File: src/rtl/fetch_unit.sv
// Instruction-fetch stage: PC, synchronous-read instruction memory with a loader port,
// and a small prefetch FIFO toward decode with valid/ready handshake and redirect flush.
module fetch_unit #(
  parameter int unsigned        DATA_W     = 32,
  parameter int unsigned        ADDR_W     = 32,
  parameter int unsigned        IMEM_DEPTH = 32,
  parameter int unsigned        PC_STEP    = 1,
  parameter logic [ADDR_W-1:0]  RESET_PC   = '0,
  parameter int unsigned        BUF_DEPTH  = 2
) (
  input  logic                          clk,
  input  logic                          rst_n,
  input  logic                          fetch_en,
  input  logic                          redirect_valid,
  input  logic [ADDR_W-1:0]             redirect_pc,
  input  logic                          imem_we,
  input  logic [$clog2(IMEM_DEPTH)-1:0] imem_waddr,
  input  logic [DATA_W-1:0]             imem_wdata,
  output logic                          out_valid,
  input  logic                          out_ready,
  output logic [DATA_W-1:0]             out_instr,
  output logic [ADDR_W-1:0]             out_pc,
  output logic [ADDR_W-1:0]             out_pc_next,
  output logic                          out_fault
);

  localparam int unsigned IW    = $clog2(IMEM_DEPTH);
  localparam int unsigned Shift = $clog2(PC_STEP);
  localparam int unsigned PW    = $clog2(BUF_DEPTH);
  localparam int unsigned CW    = $clog2(BUF_DEPTH + 1);

  localparam logic [ADDR_W-1:0] StepMask = ADDR_W'(PC_STEP - 1);
  localparam logic [ADDR_W-1:0] Step     = ADDR_W'(PC_STEP);
  localparam logic [ADDR_W-1:0] Depth    = ADDR_W'(IMEM_DEPTH);

  // Fetch-side state
  logic [ADDR_W-1:0] pc_q, pc_d;
  logic              inflight_q, inflight_d;
  logic [ADDR_W-1:0] tag_pc_q;
  logic              tag_fault_q;
  logic [DATA_W-1:0] rdata_q;

  // FIFO state
  logic [DATA_W-1:0] fifo_instr [BUF_DEPTH];
  logic [ADDR_W-1:0] fifo_pc    [BUF_DEPTH];
  logic              fifo_fault [BUF_DEPTH];
  logic [PW-1:0]     rptr_q, rptr_d;
  logic [PW-1:0]     wptr_q, wptr_d;
  logic [CW-1:0]     count_q, count_d;

  logic [DATA_W-1:0] mem [IMEM_DEPTH];

  logic [ADDR_W-1:0] idx;
  logic [IW-1:0]     ridx;
  logic              misaligned;
  logic              out_of_range;
  logic              fetch_fault;
  logic              pop;
  logic              push;
  logic              issue;
  logic [CW:0]       occupancy;

  function automatic logic [PW-1:0] ptr_inc(input logic [PW-1:0] p);
    return (p == PW'(BUF_DEPTH - 1)) ? '0 : p + PW'(1);
  endfunction

  assign idx          = pc_q >> Shift;
  assign ridx         = idx[IW-1:0];
  assign misaligned   = |(pc_q & StepMask);
  assign out_of_range = (idx >= Depth);
  assign fetch_fault  = out_of_range | misaligned;

  assign out_valid = (count_q != '0);
  assign pop       = out_valid & out_ready;
  // A redirect kills whatever read is returning this cycle.
  assign push      = inflight_q & ~redirect_valid;

  // Slots already committed (stored + returning) minus the one leaving this cycle.
  assign occupancy = (CW + 1)'(count_q) + (CW + 1)'(inflight_q) - (CW + 1)'(pop);
  assign issue     = fetch_en & ~redirect_valid & (occupancy < (CW + 1)'(BUF_DEPTH));

  always_comb begin
    pc_d       = pc_q;
    inflight_d = issue;
    count_d    = count_q;
    rptr_d     = rptr_q;
    wptr_d     = wptr_q;

    if (redirect_valid) begin
      pc_d    = redirect_pc;
      count_d = '0;
      rptr_d  = '0;
      wptr_d  = '0;
    end else begin
      if (issue) begin
        pc_d = pc_q + Step;
      end
      if (push) begin
        wptr_d = ptr_inc(wptr_q);
      end
      if (pop) begin
        rptr_d = ptr_inc(rptr_q);
      end
      unique case ({push, pop})
        2'b10:   count_d = count_q + CW'(1);
        2'b01:   count_d = count_q - CW'(1);
        default: count_d = count_q;
      endcase
    end
  end

  always_ff @(posedge clk or negedge rst_n) begin
    if (!rst_n) begin
      pc_q        <= RESET_PC;
      inflight_q  <= 1'b0;
      tag_pc_q    <= '0;
      tag_fault_q <= 1'b0;
      count_q     <= '0;
      rptr_q      <= '0;
      wptr_q      <= '0;
    end else begin
      pc_q       <= pc_d;
      inflight_q <= inflight_d;
      count_q    <= count_d;
      rptr_q     <= rptr_d;
      wptr_q     <= wptr_d;
      if (issue) begin
        tag_pc_q    <= pc_q;
        tag_fault_q <= fetch_fault;
      end
    end
  end

  // Memory is not reset; read-first falls out of non-blocking ordering.
  always_ff @(posedge clk) begin
    if (issue && !fetch_fault) begin
      rdata_q <= mem[ridx];
    end
    if (imem_we && (32'(imem_waddr) < IMEM_DEPTH)) begin
      mem[imem_waddr] <= imem_wdata;
    end
  end

  always_ff @(posedge clk) begin
    if (push) begin
      fifo_instr[wptr_q] <= tag_fault_q ? '0 : rdata_q;
      fifo_pc[wptr_q]    <= tag_pc_q;
      fifo_fault[wptr_q] <= tag_fault_q;
    end
  end

  // Stale payload is masked so an empty FIFO presents all-zero outputs.
  always_comb begin
    out_instr   = '0;
    out_pc      = '0;
    out_pc_next = '0;
    out_fault   = 1'b0;
    if (out_valid) begin
      out_instr   = fifo_instr[rptr_q];
      out_pc      = fifo_pc[rptr_q];
      out_pc_next = fifo_pc[rptr_q] + Step;
      out_fault   = fifo_fault[rptr_q];
    end
  end

endmodule
File: config.mk
export PLATFORM = sky130hd
export DESIGN_NAME = fetch_unit
export DESIGN_NICKNAME = d
export VERILOG_FILES = /design/src/rtl/fetch_unit.sv
export SDC_FILE = /design/constraint.sdc
export NUM_CORES = 1
export LEC_CHECK = 0
export CAP_MARGIN = 5
export CORE_MARGIN = 2
export CORE_UTILIZATION = 25
export CTS_CLUSTER_DIAMETER = 150
export CTS_CLUSTER_SIZE = 30
export DETAILED_ROUTE_END_ITERATION = 6
export GPL_ROUTABILITY_DRIVEN = 0
export PLACE_DENSITY = 0.41
export SLEW_MARGIN = 20
export SYNTH_ARGS = -nofsm -noshare
export SYNTH_HDL_FRONTEND = slang
export SYNTH_SLANG_ARGS = --single-unit
File: constraint.sdc
create_clock -name clk -period 8.46 [get_ports clk]
set_input_delay 2.115 -clock clk [delete_from_list [all_inputs] [get_ports clk]]
set_output_delay 2.115 -clock clk [all_outputs]
set_load 0.02 [all_outputs]
==> Word-level counts from Yosys, hierarchy flattened <==
Memories as Yosys holds them, arrays and structs flattened. A register that Yosys moved wholly into a read port is not among the register bits.
Cells that the tools add are included.
Widths: inputs -> output; s select.
{ "word_totals": {"regBits": 70, "ramBits": 1154, "in_bits": 75, "out_inout_bits": 98, "wordCells": 54, "n_memories": 4} }
{ "mem_list": {"columns": ["name", "depth", "width", "rd", "rd_clocked_by_memory_dff", "wr", "line_no", "text"], "rows": [
  ["mem", 32, 32, 1, 1, 1, "51", "logic [DATA_W-1:0] mem [IMEM_DEPTH];"],
  ["fifo_instr", 2, 32, 1, 0, 1, "44", "logic [DATA_W-1:0] fifo_instr [BUF_DEPTH];"],
  ["fifo_pc", 2, 32, 1, 0, 1, "45", "logic [ADDR_W-1:0] fifo_pc [BUF_DEPTH];"],
  ["fifo_fault", 2, 1, 1, 0, 1, "46", "logic fifo_fault [BUF_DEPTH];"]
]} }
{ "op_classes": {"add_sub_neg": 8, "order_cmp": 2, "eq_ne": 2, "mux": 19, "bitwise_logic": 5, "reduce_logical": 7} }
{ "op_table": {"columns": ["operator", "n"], "rows": [
  ["$mux 32", 6],
  ["$add 32x1->32 const B", 2],
  ["$ge 32x6->1 const B", 1],
  ["$mux 1", 11],
  ["$reduce_bool 2->1", 4],
  ["$and 1x1->1", 4],
  ["$pmux 2 s2", 1],
  ["$add 2x1->3", 1],
  ["$lt 3x2->1 const B", 1],
  ["$reduce_bool 3->1", 1],
  ["$sub 3x1->3", 1],
  ["$add 1x1->1 const B", 2],
  ["$add 2x1->2 const B", 1],
  ["$eq 2x1->1 const B", 1],
  ["$eq 2x2->1 const B", 1],
  ["$mux 2", 1],
  ["$sub 2x1->2 const B", 1],
  ["$logic_and 1x1->1", 1],
  ["$logic_not 1->1", 1],
  ["$not 1->1", 1]
]} }

==> Longest topological paths before layout <==
Gate-level depths: netlist of run 1.
{ "logic_depth": {"word_depth": 7, "depth_mapped": 16, "ltp_nobuf": 13} }

==> Least setup slack after synthesis of run 1 <==
Ideal clock, no wire load.
{ "synth_path": {"path_type": "input -> register", "from": "input port redirect_valid", "to": "memory fifo_fault[0], enable pin", "setup_time_ps": 581, "arrival_time_ps": 7319, "required_ps": 7879, "slack_ps": 559, "cell_stages": 3, "n_path_buf": 2, "cell_sequence": "clkbuf_1 > buf_1 > nor3b_1"} }
{ "synth_via": {"elab_chain_cells": 4} }
{ "synth_rtl": {"columns": ["item", "line_no", "text"], "rows": [
  ["start: declaration", "14", "input logic redirect_valid,"],
  ["$not 1->1", "76", "assign push = inflight_q & ~redirect_valid;"],
  ["$and 1x1->1", "76", null],
  ["$mux 1", "145", "if (push) begin"],
  ["$mux 1 (not written as such)", "148", "fifo_fault[wptr_q] <= tag_fault_q;"],
  ["end: declaration", "46", null]
]} }
No other way between the ends.

==> Final worst setup path of run 1 <==
{ "layout_path": {"from": "register rptr_q", "to": "output port out_pc_next[22]"} }
{ "layout_via": {"elab_chain_cells": 3} }
{ "layout_rtl": {"columns": ["item", "line_no", "text"], "rows": [
  ["start: declaration", "47", "logic [PW-1:0] rptr_q, rptr_d;"],
  ["start signal: assignment", "125", "rptr_q <= rptr_d;"],
  ["$mem_v2 2x32", null, null],
  ["$add 32x1->32", "161", "out_pc_next = fifo_pc[rptr_q] + Step;"],
  ["$mux 32", "158", "if (out_valid) begin"],
  ["end: declaration", "23", "output logic [ADDR_W-1:0] out_pc_next,"]
]} }
No other way between the ends.

==> impl_metrics.yaml, run 1 <==
pwr:
  p_int_mw: 9.443
  p_clk_frac: 0.226
  peakVddDrop_mv: 0.1335
  comb_power_share: 0.211
  sw_frac_of_total: 0.2745
  p_leak_nw: 16.64
  seqPwrFrac: 0.563
  p_switching_mw: 3.572
  pwr_density_cell_nw_per_um2: 232.7
yosys:
  yosysMostFrequentCell: "edfxtp_1"
  ys_ff_latch: 1256
  synthTopCellsByArea: "edfxtp_1, mux4_2, dfrtp_1"
  syn_area_per_cell_sq_um: 20.52
  yosysTopAreaCell: "edfxtp_1"
  synth_edf_count: 1186
  synth.top_cells.by_count: "edfxtp_1, mux4_2, nand2_1"
  syn-num-nets: 2490
  ys_async_sr_fraction: 0.05573
  netlist.area_leader.share: 0.7200
  ys_seq_area_frac: 0.7554
  yosysUniqueCellTypes: 62
  synthFlopType: "edfxtp_1"
  synthCells: 2410
  yosysWarnings: 0
  synth.cell_area_sq_um: 49460
critical_path:
  worst_setup_path_start_kind: "flop"
  path_class: "reg -> out"
  cp_data_required_time_ps: 6350
  crit_fanout: 35
  r2r_slack_ps: 3560
  critPathTopFamily: "simple AND/OR/NAND/NOR gates"
  crit_chain: "buf_4, nand4_1, a21oi_2, nand4_1, or3_1, a21oi_1, clkdlybuf4s50_1"
  cpPeakStageDelay_ps: 690
  r2r-start: "count_q[1]"
  cp_slowest_cell: "dfrtp_4"
  path_common_cell: "nand4_1"
  arrival_ps: 4620
  crit_start: "rptr_q"
  path_buf_inv: 2
  cp-end-kind: "output pin"
finish:
  drive_gt1_frac: 0.2080
  finalNetCount: 2645
  areaGrowthSynthToFinish_pct: 13.06
  finalInstanceArea_sq_um: 55920
  insertedDiodeCount: 0
floorplan:
  die_w_microns: 448.8
  initial_utilization: 0.2511
  die_h_microns: 448.8
  ios: 173
  core_sq_um: 197000
  die_area_sq_um: 201400
  num_rows: 163
sta:
  clock-skew-final_ps: 35.81
  rsz0062_at_grt: "false"
  final-setup-viol-count: 0
  drv_slew: 0
  fin_crit_sh: 0.7961
  maxSlewHeadroom: 0.2735
  fmax_ghz: 0.1485
  worstMarginPinSlew_ps: 1086
  fin_crit_ps: 6735
  tns_ps: 0
  final-hold-violation-count: 0
  setup_slack_ps: 1725
clock_network:
  cts_resized: 0
  cts_tree: "yes"
  cts_sinks: 1256
  cts_htree_levels: 2
  cts.hold.buffers_added: 0
  cts_root_buffer: "clkbuf_16"
  cts_setup_buffers: 0
  ctsLongestPathBuffers: 3
  cts_buffers: 47
  path_clk_slew_ps: 120
  clkLatencyLatePin_ps: 700
global_routing:
  antenna_found_initial: 18
  grt_overflow: 0
  grt_max_degree: 98
  first_global_vias: 24609
  grt_usage: 0.1292
  grt_pass1_wl_mm: 188.9
run:
  cap_violations: 0
route:
  dr_total_vias: 23756
  drc: 2
  drtIter0Drc: 2092
  finalWirelength_mm: 133.0
  wl_per_cell_microns: 25.45
  final_antenna_net_count: 0
  first_pass_iters: 7
  routed_via_density: 4.546
place:
  dp_hpwl_mm: 78.57
  placed_cell_area_sq_um: 54670
  dpl_worst_slack_ps: 2346
  io_buffers: 172
min_path:
  hold_path.class: "reg -> reg"
  worst_hold_startpoint: "tag_pc_q[22]"
run_status:
  violations: "design-rule violations"
  outcome: "complete, but fails checks"
[through the flow]
| stage | power, mW | utilization | hold WS, ps | cells |
|---|---|---|---|---|
| after detailed placement | 10.29 | 0.2775 | 462.3 | 5156 |
| after global placement | 10.26 | 0.2773 | 453.6 | 5154 |
| final | 13.02 | 0.2839 | 491.2 | 5226 |
| after CTS | 13.22 | 0.2842 | 491.2 | 5226 |
| after global routing | 13.57 | 0.2839 | 500.8 | 5226 |
| after floorplan | 9.191 | - | 441.9 | 2410 |
[cells by family (layout without fill, tap and decap cells)]
logic type,count (synthesis),count (layout),synth area share
buf+inv,137,313,0.01295
simple gates,461,461,0.04444
fa+ha+maj,5,5,0.001417
xor+xnor,18,18,0.003187
compound gates,113,113,0.01568
mux,420,420,0.1669
flops,1256,1256,0.7554
[power groups by stage]
stage | Combinational, mW | Sequential (mW) | Clock, mW
3_5_place_dp | 2.81 | 7.48 | 0
5_1_grt | 2.96 | 7.37 | 3.25
4_1_cts | 2.82 | 7.34 | 3.06
2_1_floorplan | 1.89 | 7.30 | 0
6_report | 2.75 | 7.33 | 2.94
3_3_place_gp | 2.80 | 7.46 | 0
[layer usage]
| layer | global-route usage | routed length, microns |
|---|---|---|
| met5 | 0 | 84 |
| met2 | 0.2135 | 63950 |
| met3 | 0.01631 | 4881 |
| met1 | 0.1839 | 62020 |
| met4 | 0.02252 | 2086 |
[placed cells by master (no fill, tap or decap), types with 6 or more instances in the layout]
master           instances
clkdlybuf4s50_1        153
a221o_1                  6
o311ai_0                10
nand3_1                 38
nor2b_1                 44
nand2_1                142
nor2_4                  33
edfxtp_1              1186
or3_1                    7
mux4_2                 320
a31oi_1                  8
xnor2_1                 13
dfrtp_1                 63
clkbuf_1                19
buf_2                   18
nor2_1                  97
and3_1                   8
buf_4                   56
mux2_2                  38
nand2b_1                 6
a21oi_1                  9
nand3b_1                10
a22oi_1                  6
nand4_1                 16
nor3_1                  16
nor4_1                  15
clkbuf_16               48
inv_1                   10
o21ai_0                 35
mux2i_1                 62
[worst paths after layout]
path                                   end  cells past startpoint
max                        out_pc_next[22]                      7
min                         fifo_pc[1][22]                      0
max reg2reg                        idx[27]                     14
min reg2reg                 fifo_pc[1][22]                      0
max in group asynchronous           idx[1]                      1
min in group asynchronous       count_q[0]                      1
[sequential cells by signal, summed over array words and instances, names as in the netlist]
name	count
fifo_fault	2
wptr_q	1
tag_fault_q	1
fifo_instr	64
count_q	2
mem	1024
fifo_pc	64
rptr_q	1
inflight_q	1
idx	32
tag_pc_q	32
rdata_q	32
[layout make-up]
class | instances | area [sq um]
Timing Repair Buffer | 231 | 2137
Tap cell | 2640 | 3303
Sequential cell | 1256 | 37390
Fill cell | 19470 | 141100
Clock inverter | 3 | 55.05
Inverter | 12 | 46.29
Multi-Input combinational cell | 1017 | 11720
Clock buffer | 67 | 1272
(Power assumes the default switching activity.)
==> run 2, diff against run 1 <==
clock period = 6.9 ns   (was 8.46 ns; I/O delays follow)
==> run 2 against run 1 <==
  * Design area up 0.15%
  * Largest power group unchanged
  * Critical endpoint is now out_pc_next[28]
  * Power up 22%
  * Setup slack worse by 1100 ps
  * Non-clock buffer count grew 8
  * First-iteration DRC count decreased by 15%
  * Sequential power rose by 22%
  * The run now ends clean
  * Via count decreased by 0.33%
  * Clock skew down 5.2 ps
==> impl_metrics.yaml, run 2 (synthesis gave the netlist of run 1 again) <==
clock_network:
  ctsLongestPathBuffers: 3
  cts_sinks: 1256
  clkLatencyLatePin_ps: 680
  cts_htree_levels: 2
  path_clk_slew_ps: 110
  cts_tree: "yes"
  cts.hold.buffers_added: 0
  cts_buffers: 47
  cts_resized: 0
  cts_setup_buffers: 0
  cts_root_buffer: "clkbuf_16"
place:
  dp_hpwl_mm: 78.74
  dpl_worst_slack_ps: 1341
  io_buffers: 172
route:
  drc: 0
  final_antenna_net_count: 0
  dr_total_vias: 23678
  finalWirelength_mm: 132.9
  first_pass_iters: 5
  routed_via_density: 4.526
  drtIter0Drc: 1777
  wl_per_cell_microns: 25.41
critical_path:
  r2r_slack_ps: 2280
  worst_setup_path_start_kind: "flop"
  arrival_ps: 4500
  cp_data_required_time_ps: 5180
  path_class: "reg -> out"
  cp-end-kind: "output pin"
  r2r-start: "count_q[1]"
  cp_slowest_cell: "dfrtp_4"
  crit_chain: "mux2i_1, inv_1, ha_1, a21boi_0, nand4_1, o31a_1, nor3_1, clkdlybuf4s50_1"
  path_buf_inv: 2
  critPathTopFamily: "compound AO/OA/AOI/OAI gates"
  reg2reg_to: "rdata_q[26]"
  crit_fanout: 47
  worstRegToRegCells: 12
  cpPeakStageDelay_ps: 790
run:
  cap_violations: 0
run_status:
  outcome: "complete, no violations"
global_routing:
  antenna_found_initial: 11
  grt_max_degree: 117
  grt_pass1_wl_mm: 190.2
  grt_usage: 0.1295
  first_global_vias: 24642
  grt_overflow: 0
min_path:
  min_to: "fifo_pc[1][31]"
  worst_hold_startpoint: "tag_pc_q[31]"
  hold_path.class: "reg -> reg"
  hold_depth: 0
floorplan:
  die_area_sq_um: 201400
  die_h_microns: 448.8
  initial_utilization: 0.2511
  die_w_microns: 448.8
  num_rows: 163
  core_sq_um: 197000
  ios: 173
sta:
  fmax_ghz: 0.1606
  hold_slack_ps: 487.5
  worstMarginPinSlew_ps: 1074
  tns_ps: 0
  fin_crit_ps: 6227
  rsz0062_at_grt: "false"
  setup_slack_ps: 672.8
  clock-skew-final_ps: 30.58
  maxSlewHeadroom: 0.2817
  drv_slew: 0
  fin_crit_sh: 0.9025
  final-setup-viol-count: 0
  final-hold-violation-count: 0
finish:
  largestRegisters: "mem x1024, fifo_instr x64, fifo_pc x64"
  layout_commonest_cell: "edfxtp_1"
  drive_gt1_frac: 0.2130
  fillers: 19401
  post-route-util: 0.2843
  regMostFlops: "mem"
  final_cell_mix: "edfxtp_1, mux4_2, clkdlybuf4s50_1"
  finalNetCount: 2653
  areaGrowthSynthToFinish_pct: 13.23
  largest_reg_flops: 1024
pwr:
  p_leak_nw: 16.70
  peakVddDrop_mv: 0.1884
  pwr_density_cell_nw_per_um2: 284.2
[run 2: stage by stage]
| stage | cell area [sq um] | cells | power [mW] |
|---|---|---|---|
| 3_3_place_gp | 54740 | 5161 | 12.60 |
| 5_1_grt | 56010 | 5231 | 16.62 |
| 3_5_place_dp | 54810 | 5164 | 12.63 |
| 2_1_floorplan | 49480 | 2410 | 11.27 |
| 4_1_cts | 56130 | 5231 | 16.21 |
| 6_report | 56010 | 5232 | 15.92 |
[run 2: worst max-delay path by stage]
stage,depth (start not counted),from,end,slack (ps)
after floorplan,10,out_ready,rdata_q[0],1020
after global placement,8,rptr_q,out_pc_next[22],1430
after detailed placement,8,rptr_q,out_pc_next[22],1340
after CTS,8,rptr_q,out_pc_next[22],570
after global routing,8,rptr_q,out_pc_next[22],290
final,8,rptr_q,out_pc_next[28],670
[run 2: where the power goes]
group          internal [mW]  switching [mW]  total, mW
clock                   1.34            2.23       3.57
combinational           1.56            1.83       3.40
sequential              8.68           0.276       8.95
[run 2: area by class of cell]
| type | count | area, sq um | share of cell area |
|---|---|---|---|
| inverters | 12 | 46.29 | 0.0008265 |
| diodes | 1 | 2.502 | 0.00004468 |
| multi-input cells | 1017 | 11740 | 0.2096 |
| repair buffers | 239 | 2217 | 0.03958 |
| flip-flops and latches | 1256 | 37390 | 0.6675 |
| clock buffers | 67 | 1315 | 0.02348 |
| well taps | 2640 | 3303 | 0.05897 |
[run 2: worst reg2reg max path, stage by stage (launching register included)]
cell,delay (ps)
dfrtp_1,490
nor2_4,310
clkinv_1,450
nand2_1,310
inv_1,70
ha_1,260
nand2b_1,150
fa_1,380
xor2_1,140
or3_2,500
buf_4,330
nor4_4,340
buf_4,480
[run 2: layer usage]
layer | part of all wire | track usage | vias to the layer above
met2 | 0.49 | 0.2186 | 465
met1 | 0.46 | 0.1826 | 12978
li1 | - | - | 10137
met5 | 0.00012 | 0 | -
met4 | 0.012 | 0.01983 | 4
met3 | 0.036 | 0.01453 | 94
